**src/rtl/i2s_rx_frontend.sv**
```systemverilog
// rtl/i2s_rx_frontend.sv - I2S receiver: pin sync, frame lock, 16-bit stereo pair output
module i2s_rx_frontend #(
    parameter int SLOT_BITS = 32,
    parameter int DATA_BITS = 24,
    parameter int OUT_BITS  = 16
) (
    input  logic                clk,
    input  logic                rst,
    input  logic                I2S_sclk,
    input  logic                I2S_ws,
    input  logic                I2S_data,
    output logic [OUT_BITS-1:0] lft_chnnl,
    output logic [OUT_BITS-1:0] rght_chnnl,
    output logic                vld,
    output logic                locked,
    output logic                sync_err
);

    typedef enum logic [1:0] {SYNC, LEFT, RIGHT} rxState;

    localparam logic [5:0] SLOT_LAST = 6'(SLOT_BITS - 1);
    localparam logic [5:0] DATA_LAST = 6'(DATA_BITS);
    localparam logic [5:0] CNT_SAT   = 6'd63;

    logic sclkS1, sclkS2, sclkS3;
    logic wsS1, wsS2;
    logic dataS1, dataS2;
    logic rise, trans;

    logic                 wsPrev;
    logic [5:0]           bitCnt, cntNext;
    logic [DATA_BITS-1:0] shiftReg, holdReg;
    rxState               state, stateNext;

    logic errNext, latchHold, lsbDone, capBit, pairPend;

    assign rise  = sclkS2 & ~sclkS3;
    assign trans = wsS2 != wsPrev;

    // Transition rise carries the previous word's trailing bit, so it restarts the count without capturing.
    always_comb begin
        cntNext = bitCnt;
        if (trans)
            cntNext = 6'd0;
        else if (bitCnt != CNT_SAT)
            cntNext = bitCnt + 6'd1;
    end

    assign capBit = rise && !trans && (state != SYNC)
                    && (cntNext >= 6'd1) && (cntNext <= DATA_LAST);

    always_comb begin
        stateNext = state;
        errNext   = 1'b0;
        latchHold = 1'b0;
        lsbDone   = 1'b0;
        if (rise) begin
            case (state)
                SYNC: begin
                    if (trans && !wsS2)
                        stateNext = LEFT;
                end
                LEFT: begin
                    if (trans) begin
                        if (wsS2 && bitCnt == SLOT_LAST) begin
                            stateNext = RIGHT;
                            latchHold = 1'b1;
                        end else begin
                            errNext   = 1'b1;
                            stateNext = SYNC;
                        end
                    end else if (bitCnt == CNT_SAT) begin
                        errNext   = 1'b1;
                        stateNext = SYNC;
                    end
                end
                RIGHT: begin
                    if (trans) begin
                        if (!wsS2 && bitCnt == SLOT_LAST) begin
                            stateNext = LEFT;
                        end else begin
                            errNext   = 1'b1;
                            stateNext = SYNC;
                        end
                    end else if (bitCnt == CNT_SAT) begin
                        errNext   = 1'b1;
                        stateNext = SYNC;
                    end else if (cntNext == DATA_LAST) begin
                        lsbDone = 1'b1;
                    end
                end
                default: stateNext = SYNC;
            endcase
        end
    end

    always_ff @(posedge clk or posedge rst) begin
        if (rst) begin
            sclkS1     <= 1'b0;
            sclkS2     <= 1'b0;
            sclkS3     <= 1'b0;
            wsS1       <= 1'b0;
            wsS2       <= 1'b0;
            dataS1     <= 1'b0;
            dataS2     <= 1'b0;
            wsPrev     <= 1'b0;
            bitCnt     <= 6'd0;
            shiftReg   <= '0;
            holdReg    <= '0;
            state      <= SYNC;
            pairPend   <= 1'b0;
            lft_chnnl  <= '0;
            rght_chnnl <= '0;
            vld        <= 1'b0;
            locked     <= 1'b0;
            sync_err   <= 1'b0;
        end else begin
            sclkS1 <= I2S_sclk;
            sclkS2 <= sclkS1;
            sclkS3 <= sclkS2;
            wsS1   <= I2S_ws;
            wsS2   <= wsS1;
            dataS1 <= I2S_data;
            dataS2 <= dataS1;

            state    <= stateNext;
            locked   <= stateNext != SYNC;
            sync_err <= errNext;
            pairPend <= lsbDone;
            vld      <= pairPend;

            if (rise) begin
                wsPrev <= wsS2;
                bitCnt <= cntNext;
            end
            if (capBit)
                shiftReg <= {shiftReg[DATA_BITS-2:0], dataS2};
            if (latchHold)
                holdReg <= shiftReg;
            // Right LSB landed in shiftReg on the previous edge; publish both halves together.
            if (pairPend) begin
                lft_chnnl  <= holdReg[DATA_BITS-1 -: OUT_BITS];
                rght_chnnl <= shiftReg[DATA_BITS-1 -: OUT_BITS];
            end
        end
    end

endmodule

```
**config.mk**
```make
export PLATFORM = sky130hd
export DESIGN_NAME = i2s_rx_frontend
export DESIGN_NICKNAME = d
export VERILOG_FILES = /design/src/rtl/i2s_rx_frontend.sv
export SDC_FILE = /design/constraint.sdc
export NUM_CORES = 1
export LEC_CHECK = 0
export BUFFER_PORTS_ARGS = -buffer_cell sky130_fd_sc_hd__buf_4
export CAP_MARGIN = 20
export CORE_ASPECT_RATIO = 0.8
export CORE_MARGIN = 10
export CORE_UTILIZATION = 30
export DETAILED_ROUTE_END_ITERATION = 16
export PLACE_DENSITY_LB_ADDON = 0.3
export SLEW_MARGIN = 20
export SYNTH_ARGS = -nofsm -noshare
export SYNTH_HDL_FRONTEND = slang
export SYNTH_SLANG_ARGS = --single-unit
export TNS_END_PERCENT = 100
```
**constraint.sdc**
```tcl
create_clock -name clk -period 3 [get_ports clk]
set_input_delay 0.3 -clock clk [delete_from_list [all_inputs] [get_ports clk]]
set_output_delay 0.3 -clock clk [all_outputs]
set_load 0.005 [all_outputs]
```
==> out/metrics.yaml, run 1 <==
status: "finished, final reports clean"
synthDistinctLibCells: 42
totalNegativeSetupSlack_ns: 0
h-tree-depth: 3
critical_path_class: "reg2reg"
cpMaxStageDelayCell: "or4_1"
worstPathRequired_ns: 3.22
hold_violations: 0
hold_path_class: "in2reg"
path_clk_slew_ns: 0.06
ys_seq_elements: 92
async_flop_share_pct: 100.0
peakVddDrop_mv: 0.2246
syn-instance-count: 292
period_needed_ns: 2.727
synth_ff_type: "dfrtp_1"
drc: 0
tritoncts: "done"
cts_setup_buffers: 0
synth_area_mm2: 0.003802
setup_slack_ns: 0.2735
yosysTopAreaCell: "dfrtp_1"
clock_path_buffers: 2
cts_sinks: 92
cp_slowest_stage_delay_ns: 0.43
final_net_count: 345
hold_path_startpoint: "I2S_ws"
setup_viol: 0
die_h_um: 120.7
root_buffer: "clkbuf_16"
syn_area_per_cell_um2: 13.02
vias_per_cell: 4.429
die_x_um: 145.9
drive_gt1_share_pct: 34.51
wire_per_inst_um: 14.20
worstSkewPairLatency_ns: 0.34
synth-edff-count: 0
portBuffers: 39
ioPinCount: 40
grt_max_degree: 63
worst_pin_slew_ns: 0.8613
min_to: "wsS1"
min_period_over_period_pct: 90.88
worstSetupEndpointType: "flop"
fp.coreArea_mm2: 0.01230
antenna_found_initial: 0
ff2ff_path_depth: 8
worst-path-buf-inv: 2
worst_clock_skew_ns: 0.009510
crit_chain: "ha_1 -> nand4_2 -> or4_1 -> a31oi_1 -> inv_1 -> a2111o_1 -> buf_4 -> mux2_4"
p_per_area_mw_per_mm2: 562.6
drt-total-wl_um: 7243
yosys-top-cells-area: "dfrtp_1, mux2_2, mux2_4"
ys_seq_area_share_pct: 60.55
cts_inserted_buffers: 9
synthTopCellsByCount: "dfrtp_1, nand2_1, mux2_2"
max-cap-violations: 0
timing.rr.start: "bitCnt[0]"
start_util_pct: 30.92
grt_pass1_vias: 2309
reg2reg_slack_ns: 0.27
drtAntennaViolNets: 0
dieArea_mm2: 0.01761
crit_family: "simple AND/OR/NAND/NOR gates"
p_leak_nw: 2.354
gp_congestion: 0.7660
antenna_cells: 0
relSlewSlack_pct: 42.58
gr-total-overflow: 0
whs_path_depth: 1
start_kind: "flop"
dp_cells: 493
fin_util_pct: 36.89
grt_pass1_wl_um: 12420
dr.pass1.iters: 4
r2r-end: "shiftReg[4]"
first_iter_violations: 216
area_growth_pct: 19.32
critPathArrivalTime_ns: 2.95
yosys.area.top_type_share_pct: 60.55
maxSlewViolCount: 0
ctsResizeCount: 0
dp_hpwl_um: 4804
rows: 36
post-place-ws_ns: 0.3058
nFillCells: 1184
syn-num-nets: 303
fmax_mhz: 366.8
rsz0062_at_grt: "no"
worstPathMaxFanout: 24
crit_path_start: "bitCnt[0]"
yosysWarnings: 0
num_vias: 2259
synthMostInstantiatedCell: "dfrtp_1"
grtUsageTotal_pct: 8.763
instances_no_fill: 510
-- sequential cells by signal, summed over array words and instances, names as in the netlist --
register and cells:
bitCnt 6, dataS1 1, dataS2 1, holdReg 16, lft_chnnl 16, locked 1, pairPend 1, rght_chnnl 16
sclkS1 1, sclkS2 1, sclkS3 1, shiftReg 24, state 2, sync_err 1, vld 1, wsPrev 1
wsS1 1, wsS2 1
-- kinds of logic (layout without fill, tap and decap cells) --
group	count (synthesis)	in the layout	synth area share, %
xor+xnor	2	2	0.4608
buf+inv	25	72	3.817
flops	92	92	60.55
mux	57	57	18.82
simple gates	79	79	8.983
compound gates	31	31	5.397
fa+ha+maj	6	6	1.974
-- metrics by stage --
stage	instance area [µm²]	total power (W)	hold WS, ns
6_report	4537	0.002552	0.06614
5_1_grt	4537	0.002680	0.05452
4_1_cts	4537	0.002593	0.04945
3_5_place_dp	4258	0.001534	0.3347
3_3_place_gp	4258	0.001526	0.3311
2_1_floorplan	3802	0.001478	0.3312
-- area by class of cell --
cell class              count  area [µm²]  area share, %
well taps                 171       214.0          4.716
clock buffers              11       232.7          5.130
multi-input cells         175        1355          29.87
flip-flops and latches     92        2302          50.74
repair buffers             45       352.8          7.777
clock inverters             5       36.28         0.7998
inverters                  11       43.79         0.9653
-- worst reg2reg max path: stages (launching register included) --
cell and delay, ns:
dfrtp_1 0.42, ha_1 0.29, nand4_2 0.18, or4_1 0.43
a31oi_1 0.23, inv_1 0.08, a2111o_1 0.36, buf_4 0.26
mux2_4 0.36
-- how the worst max path moves through the flow --
stage	end	slack, ns	depth (start not counted)
after floorplan	bitCnt[0]	0.31	1
after global placement	shiftReg[0]	0.35	8
after detailed placement	shiftReg[2]	0.31	8
after CTS	shiftReg[2]	0.28	8
after global routing	shiftReg[2]	0.06	9
final	shiftReg[4]	0.27	8
-- per-layer routing --
layer	vias up	part of all wire [%]	track usage, %
met2	47	43	12.14
met1	1114	49	11.34
met4	0	2.6	5.044
met5	-	0	0
li1	1082	-	-
met3	16	6.2	3.466
-- cells in the final DEF (no fill, tap or decap), drive strengths merged, types with 2 or more instances in the layout --
master and n:
a21oi 6, a31oi 6, buf 44, clkbuf 11
clkinv 4, dfrtp 92, ha 6, inv 12
mux2 56, nand2 59, nand3 3, nand4 3
nor2 4, nor3 3, o211ai 2, o21a 2
o21ai 6, xnor2 2
-- repair_timing --
| action | 4_1_cts | 5_1_grt |
|---|---|---|
| hold buffers | 1 | 0 |
| endpoints found under the hold margin | 30 | 0 |
| endpoints found under the setup margin | 0 | 0 |
-- power by group --
| group | total, W | switching [W] | internal [W] |
|---|---|---|---|
| Clock | 0.00104 | 0.000474 | 0.000567 |
| Sequential | 0.00131 | 0.0000299 | 0.00128 |
| Combinational | 0.000201 | 0.000118 | 0.0000835 |
(Power assumes the default switching activity.)
==> run 2: changes to the inputs <==
- CTS_BUF_LIST: not set -> sky130_fd_sc_hd__clkbuf_8 sky130_fd_sc_hd__clkbuf_16
==> out/metrics.yaml, run 2 (synthesis gave the netlist of run 1 again) <==
wire_per_inst_um: 14.19  # about the same
dr.pass1.iters: 4  # unchanged
drtAntennaViolNets: 0  # unchanged
status: "finished, final reports clean"
antenna_cells: 0  # unchanged
ctsResizeCount: 0  # unchanged
critical_path_class: "reg2reg"
largest_reg_flops: 24  # unchanged
worst-path-buf-inv: 2  # unchanged
fp.coreArea_mm2: 0.01230  # unchanged
h-tree-depth: 3  # unchanged
tritoncts: "done"
setup_slack_ns: 0.2735  # +0.000001000 ns
post-place-ws_ns: 0.3058  # unchanged
setup_viol: 0  # unchanged
hold_path_class: "in2reg"
root_buffer: "clkbuf_16"
worstSkewPairLatency_ns: 0.34  # about the same
grtUsageTotal_pct: 8.763  # unchanged
cts_sinks: 92  # unchanged
postLayoutCellArea_mm2: 0.004537  # unchanged
cpMaxStageDelayCell: "or4_1"
num_vias: 2261  # +0.089%
cp_slowest_stage_delay_ns: 0.43  # about the same
rsz0062_at_grt: "no"
clock_path_buffers: 2  # unchanged
vias_per_cell: 4.433  # about the same
worstPathMaxFanout: 24  # unchanged
grt_pass1_vias: 2309  # unchanged
maxSlewViolCount: 0  # unchanged
gr-total-overflow: 0  # unchanged
drc: 0  # unchanged
hold_violations: 0  # unchanged
p_per_area_mw_per_mm2: 561.2  # -0.25%
whs_ns: 0.06607  # -0.00006350 ns
period_needed_ns: 2.727  # -0.000001000 ns
worst_clock_skew_ns: 0.009527  # +0.00001729 ns
cts_inserted_buffers: 9  # unchanged
path_clk_slew_ns: 0.06  # about the same
antenna_found_initial: 0  # unchanged
fin_util_pct: 36.89  # unchanged
max-cap-violations: 0  # unchanged
peakVddDrop_mv: 0.2246  # about the same
dp_hpwl_um: 4804  # unchanged
gp_congestion: 0.7660  # unchanged
critPathArrivalTime_ns: 2.95  # about the same
drt-total-wl_um: 7239  # about the same
ioPinCount: 40  # unchanged
totalNegativeSetupSlack_ns: 0  # unchanged
die_h_um: 120.7  # unchanged
dieArea_mm2: 0.01761  # unchanged
crit_chain: "ha_1 -> nand4_2 -> or4_1 -> a31oi_1 -> inv_1 -> a2111o_1 -> buf_4 -> mux2_4"
start_util_pct: 30.92  # unchanged
grt_max_degree: 63  # unchanged
worst_pin_slew_ns: 0.8433  # -0.01799 ns
die_x_um: 145.9  # unchanged
final_cell_mix: "dfrtp_1, nand2_1, buf_4"
grt_pass1_wl_um: 12420  # unchanged
largest-register: "shiftReg"
portBuffers: 39  # unchanged
cts_setup_buffers: 0  # unchanged
fmax_mhz: 366.8  # unchanged
min_period_over_period_pct: 90.88  # about the same
final_net_count: 345  # unchanged
first_iter_violations: 216  # unchanged
hold_buffers: 1  # unchanged
start_kind: "flop"
rows: 36  # unchanged
worstPathRequired_ns: 3.22  # about the same
final_common_cell: "dfrtp_1"
worstSetupEndpointType: "flop"
relSlewSlack_pct: 43.78  # +1.2 points
crit_family: "simple AND/OR/NAND/NOR gates"
area_growth_pct: 19.32  # unchanged
drive_gt1_share_pct: 34.51  # unchanged
p_leak_nw: 2.362  # +0.35%
place_area_mm2: 0.004258  # unchanged
==> run 2: cell types whose count changed in the layout (fill, tap and decap cells not counted) <==
cell / previous run / this run
inv_1: 8 / 10
clkbuf_1: 2 / 0
==> run 2: cell type report <==
type	instances	area, µm²
inverter	11	43.79
clock buffer	9	225.2
multi-input combinational	175	1355
sequential	92	2302
clock inverter	7	43.79
tap	171	214.0
timing repair buffer	45	352.8
fill	1184	7760
==> run 2: where the power goes <==
| group | switching [W] | internal (W) |
|---|---|---|
| logic | 0.000118 | 0.0000835 |
| registers | 0.0000299 | 0.00128 |
| clock network | 0.000474 | 0.000560 |
| total | 0.000622 | 0.00192 |
==> run 2: through the flow <==
stage | cells | power, W
6_report | 510 | 0.002546
3_5_place_dp | 493 | 0.001534
4_1_cts | 510 | 0.002586
5_1_grt | 510 | 0.002674
2_1_floorplan | 292 | 0.001478
3_3_place_gp | 493 | 0.001526
==> run 2: per-layer routing <==
metal	global-route usage [%]	vias up	part of all wire [%]	routed length, µm
met5	0	-	0	0
met4	5.044	0	2.6	191
met3	3.466	16	6.2	447
met2	12.14	47	43	3094
met1	11.34	1115	48	3506
li1	-	1083	-	-
==> run 2: worst paths after layout <==
path / start / end / slack [ns] / cells past startpoint
min in group asynchronous: rst / shiftReg[23] / 0.51 / 3
max in group asynchronous: rst / shiftReg[7] / 1.83 / 4
worst max-delay path: bitCnt[0] / shiftReg[4] / 0.27 / 8
worst max register to register: bitCnt[0] / shiftReg[4] / 0.27 / 8
worst min register to register: dataS1 / dataS2 / 0.35 / 0
worst min-delay path: I2S_ws / wsS1 / 0.07 / 1
==> run 3: changes to the inputs <==
- CAP_MARGIN: 20 -> not set
- CORE_MARGIN: 10 -> not set
==> out/metrics.yaml, run 3 (synthesis gave the netlist of run 1 again) <==
first_iter_violations: 192  # -11%
area_growth_pct: 20.27
final_common_cell: "dfrtp_1"
cts_sinks: 92  # unchanged
nFillCells: 1201  # +1.4%
cp_common_cell: "a31oi_1"
die_h_um: 102.7  # -15%
gp_congestion: 0.7662  # about the same
vias_per_cell: 4.486  # +1.2%
drtAntennaViolNets: 0  # unchanged
hold_violations: 0  # unchanged
crit_family: "compound AO/OA/AOI/OAI gates"
setup_viol: 0  # unchanged
rsz0062_at_grt: "no"
clock_path_buffers: 2  # unchanged
grt_pass1_vias: 2338  # +1.3%
tritoncts: "done"
drc: 0  # unchanged
root_buffer: "clkbuf_16"
drive_gt1_share_pct: 35.40  # +0.88 points
p_leak_nw: 2.366  # +0.14%
reg2reg_slack_ns: 0.15  # -0.13 ns
status: "finished, final reports clean"
final_net_count: 345  # unchanged
worstPathMaxFanout: 24  # unchanged
num_vias: 2288  # +1.2%
totalNegativeSetupSlack_ns: 0  # unchanged
multiInputGateArea_mm2: 0.001355  # unchanged
start_util_pct: 31.04  # +0.11 points
critPathArrivalTime_ns: 3.07  # +0.12 ns
relSlewSlack_pct: 59.36  # +16 points
final-seq-area_mm2: 0.002302  # unchanged
largest-register: "shiftReg"
start_kind: "flop"
antenna_found_initial: 0  # unchanged
crit_chain: "inv_1 -> ha_1 -> o21ai_0 -> a31oi_1 -> a31oi_1 -> and3b_1 -> a2111o_1 -> buf_4 -> mux2_1"
peakVddDrop_mv: 0.2874  # +28%
grt_max_degree: 48  # -24%
final_cell_mix: "dfrtp_1, nand2_1, buf_4"
dp_hpwl_um: 4587  # -4.5%
place_area_mm2: 0.004265  # +0.18%
hold_path_class: "in2async"
cts_inserted_buffers: 9  # unchanged
fmax_mhz: 350.5  # -4.4%
wire_per_inst_um: 13.78  # -2.9%
critical_path_class: "reg2reg"
grt_pass1_wl_um: 11900  # -4.2%
r2r-end: "shiftReg[0]"
timing.rr.start: "wsS2"
h-tree-depth: 3  # unchanged
largest_reg_flops: 24  # unchanged
worst-path-buf-inv: 2  # unchanged
antenna_cells: 0  # unchanged
maxSlewViolCount: 0  # unchanged
path_clk_slew_ns: 0.07  # about the same
gr-total-overflow: 0  # unchanged
worstPathRequired_ns: 3.22  # about the same
cts_setup_buffers: 0  # unchanged
rows: 36  # unchanged
worstSetupEndpointType: "flop"
dieArea_mm2: 0.01313  # -25%
dr.pass1.iters: 4  # unchanged
worst_clock_skew_ns: 0.005867  # -0.003660 ns
worstSkewPairLatency_ns: 0.34  # about the same
ff2ff_path_depth: 9  # +1
drt-total-wl_um: 7030  # -2.9%
max-cap-violations: 0  # unchanged
hold_buffers: 0  # -1
postLayoutCellArea_mm2: 0.004573  # +0.80%
ioPinCount: 40  # unchanged
grtUsageTotal_pct: 11.98  # +3.2 points
min_period_over_period_pct: 95.11  # +4.2 points
worst_pin_slew_ns: 0.6096  # -0.2337 ns
fp.coreArea_mm2: 0.01225  # -0.37%
period_needed_ns: 2.853  # +0.1267 ns
ctsResizeCount: 0  # unchanged
p_per_area_mw_per_mm2: 586.0  # +4.4%
die_x_um: 127.9  # -12%
cp_slowest_stage_delay_ns: 0.53  # +0.10 ns
portBuffers: 39  # unchanged
cpMaxStageDelayCell: "ha_1"
==> run 3: cell type report <==
cell class | count | area share (%)
clock buffers | 9 | 4.925
clock inverters | 7 | 1.806
inverters | 11 | 0.9576
multi-input cells | 175 | 29.63
flip-flops and latches | 92 | 50.34
well taps | 171 | 4.679
repair buffers | 45 | 7.661
==> run 3: worst max-delay path by stage <==
stage	from	endpoint	slack (ns)	depth (start not counted)
2_1_floorplan	rst	bitCnt[0]	0.31	1
4_1_cts	wsS2	shiftReg[0]	0.18	9
6_report	wsS2	shiftReg[0]	0.15	9
3_3_place_gp	wsS2	shiftReg[2]	0.38	9
3_5_place_dp	wsS2	shiftReg[0]	0.20	9
5_1_grt	wsS2	shiftReg[0]	0.01	9
==> run 3: metrics by stage <==
stage	hold WS [ns]	total power, W	instances	util, %	setup WS, ns
global route	0.04674	0.002806	510	37.33	0.01271
finish	0.03601	0.002680	510	37.33	0.1468
floorplan	0.3312	0.001478	292	-	0.3080
CTS	0.05312	0.002711	510	37.33	0.1770
detailed placement	0.3370	0.001536	494	34.81	0.1978
global placement	0.3329	0.001522	494	34.81	0.3790
==> run 3: metal layers <==
layer	GRT usage, %	share of wire [%]	wire (µm)	vias to the layer above
li1	-	-	-	1089
met2	18.73	48	3344	68
met4	4.887	1.5	107	0
met5	0	0	0	-
met1	15.01	45	3163	1123
met3	4.619	5.9	415	8
==> run 3: worst reg2reg max path: stages, from the launching register on <==
cell and delay (ns):
dfrtp_1 0.38, inv_1 0.10, ha_1 0.53, o21ai_0 0.20
a31oi_1 0.23, a31oi_1 0.09, and3b_1 0.20, a2111o_1 0.37
buf_4 0.27, mux2_1 0.36
==> run 3: power breakdown <==
group / leakage (nW) / switching [W] / internal [W]
combinational: 0.959 / 0.000118 / 0.0000836
clock: 0.145 / 0.000508 / 0.000661
sequential: 1.26 / 0.0000300 / 0.00128
total: 2.37 / 0.000656 / 0.00202
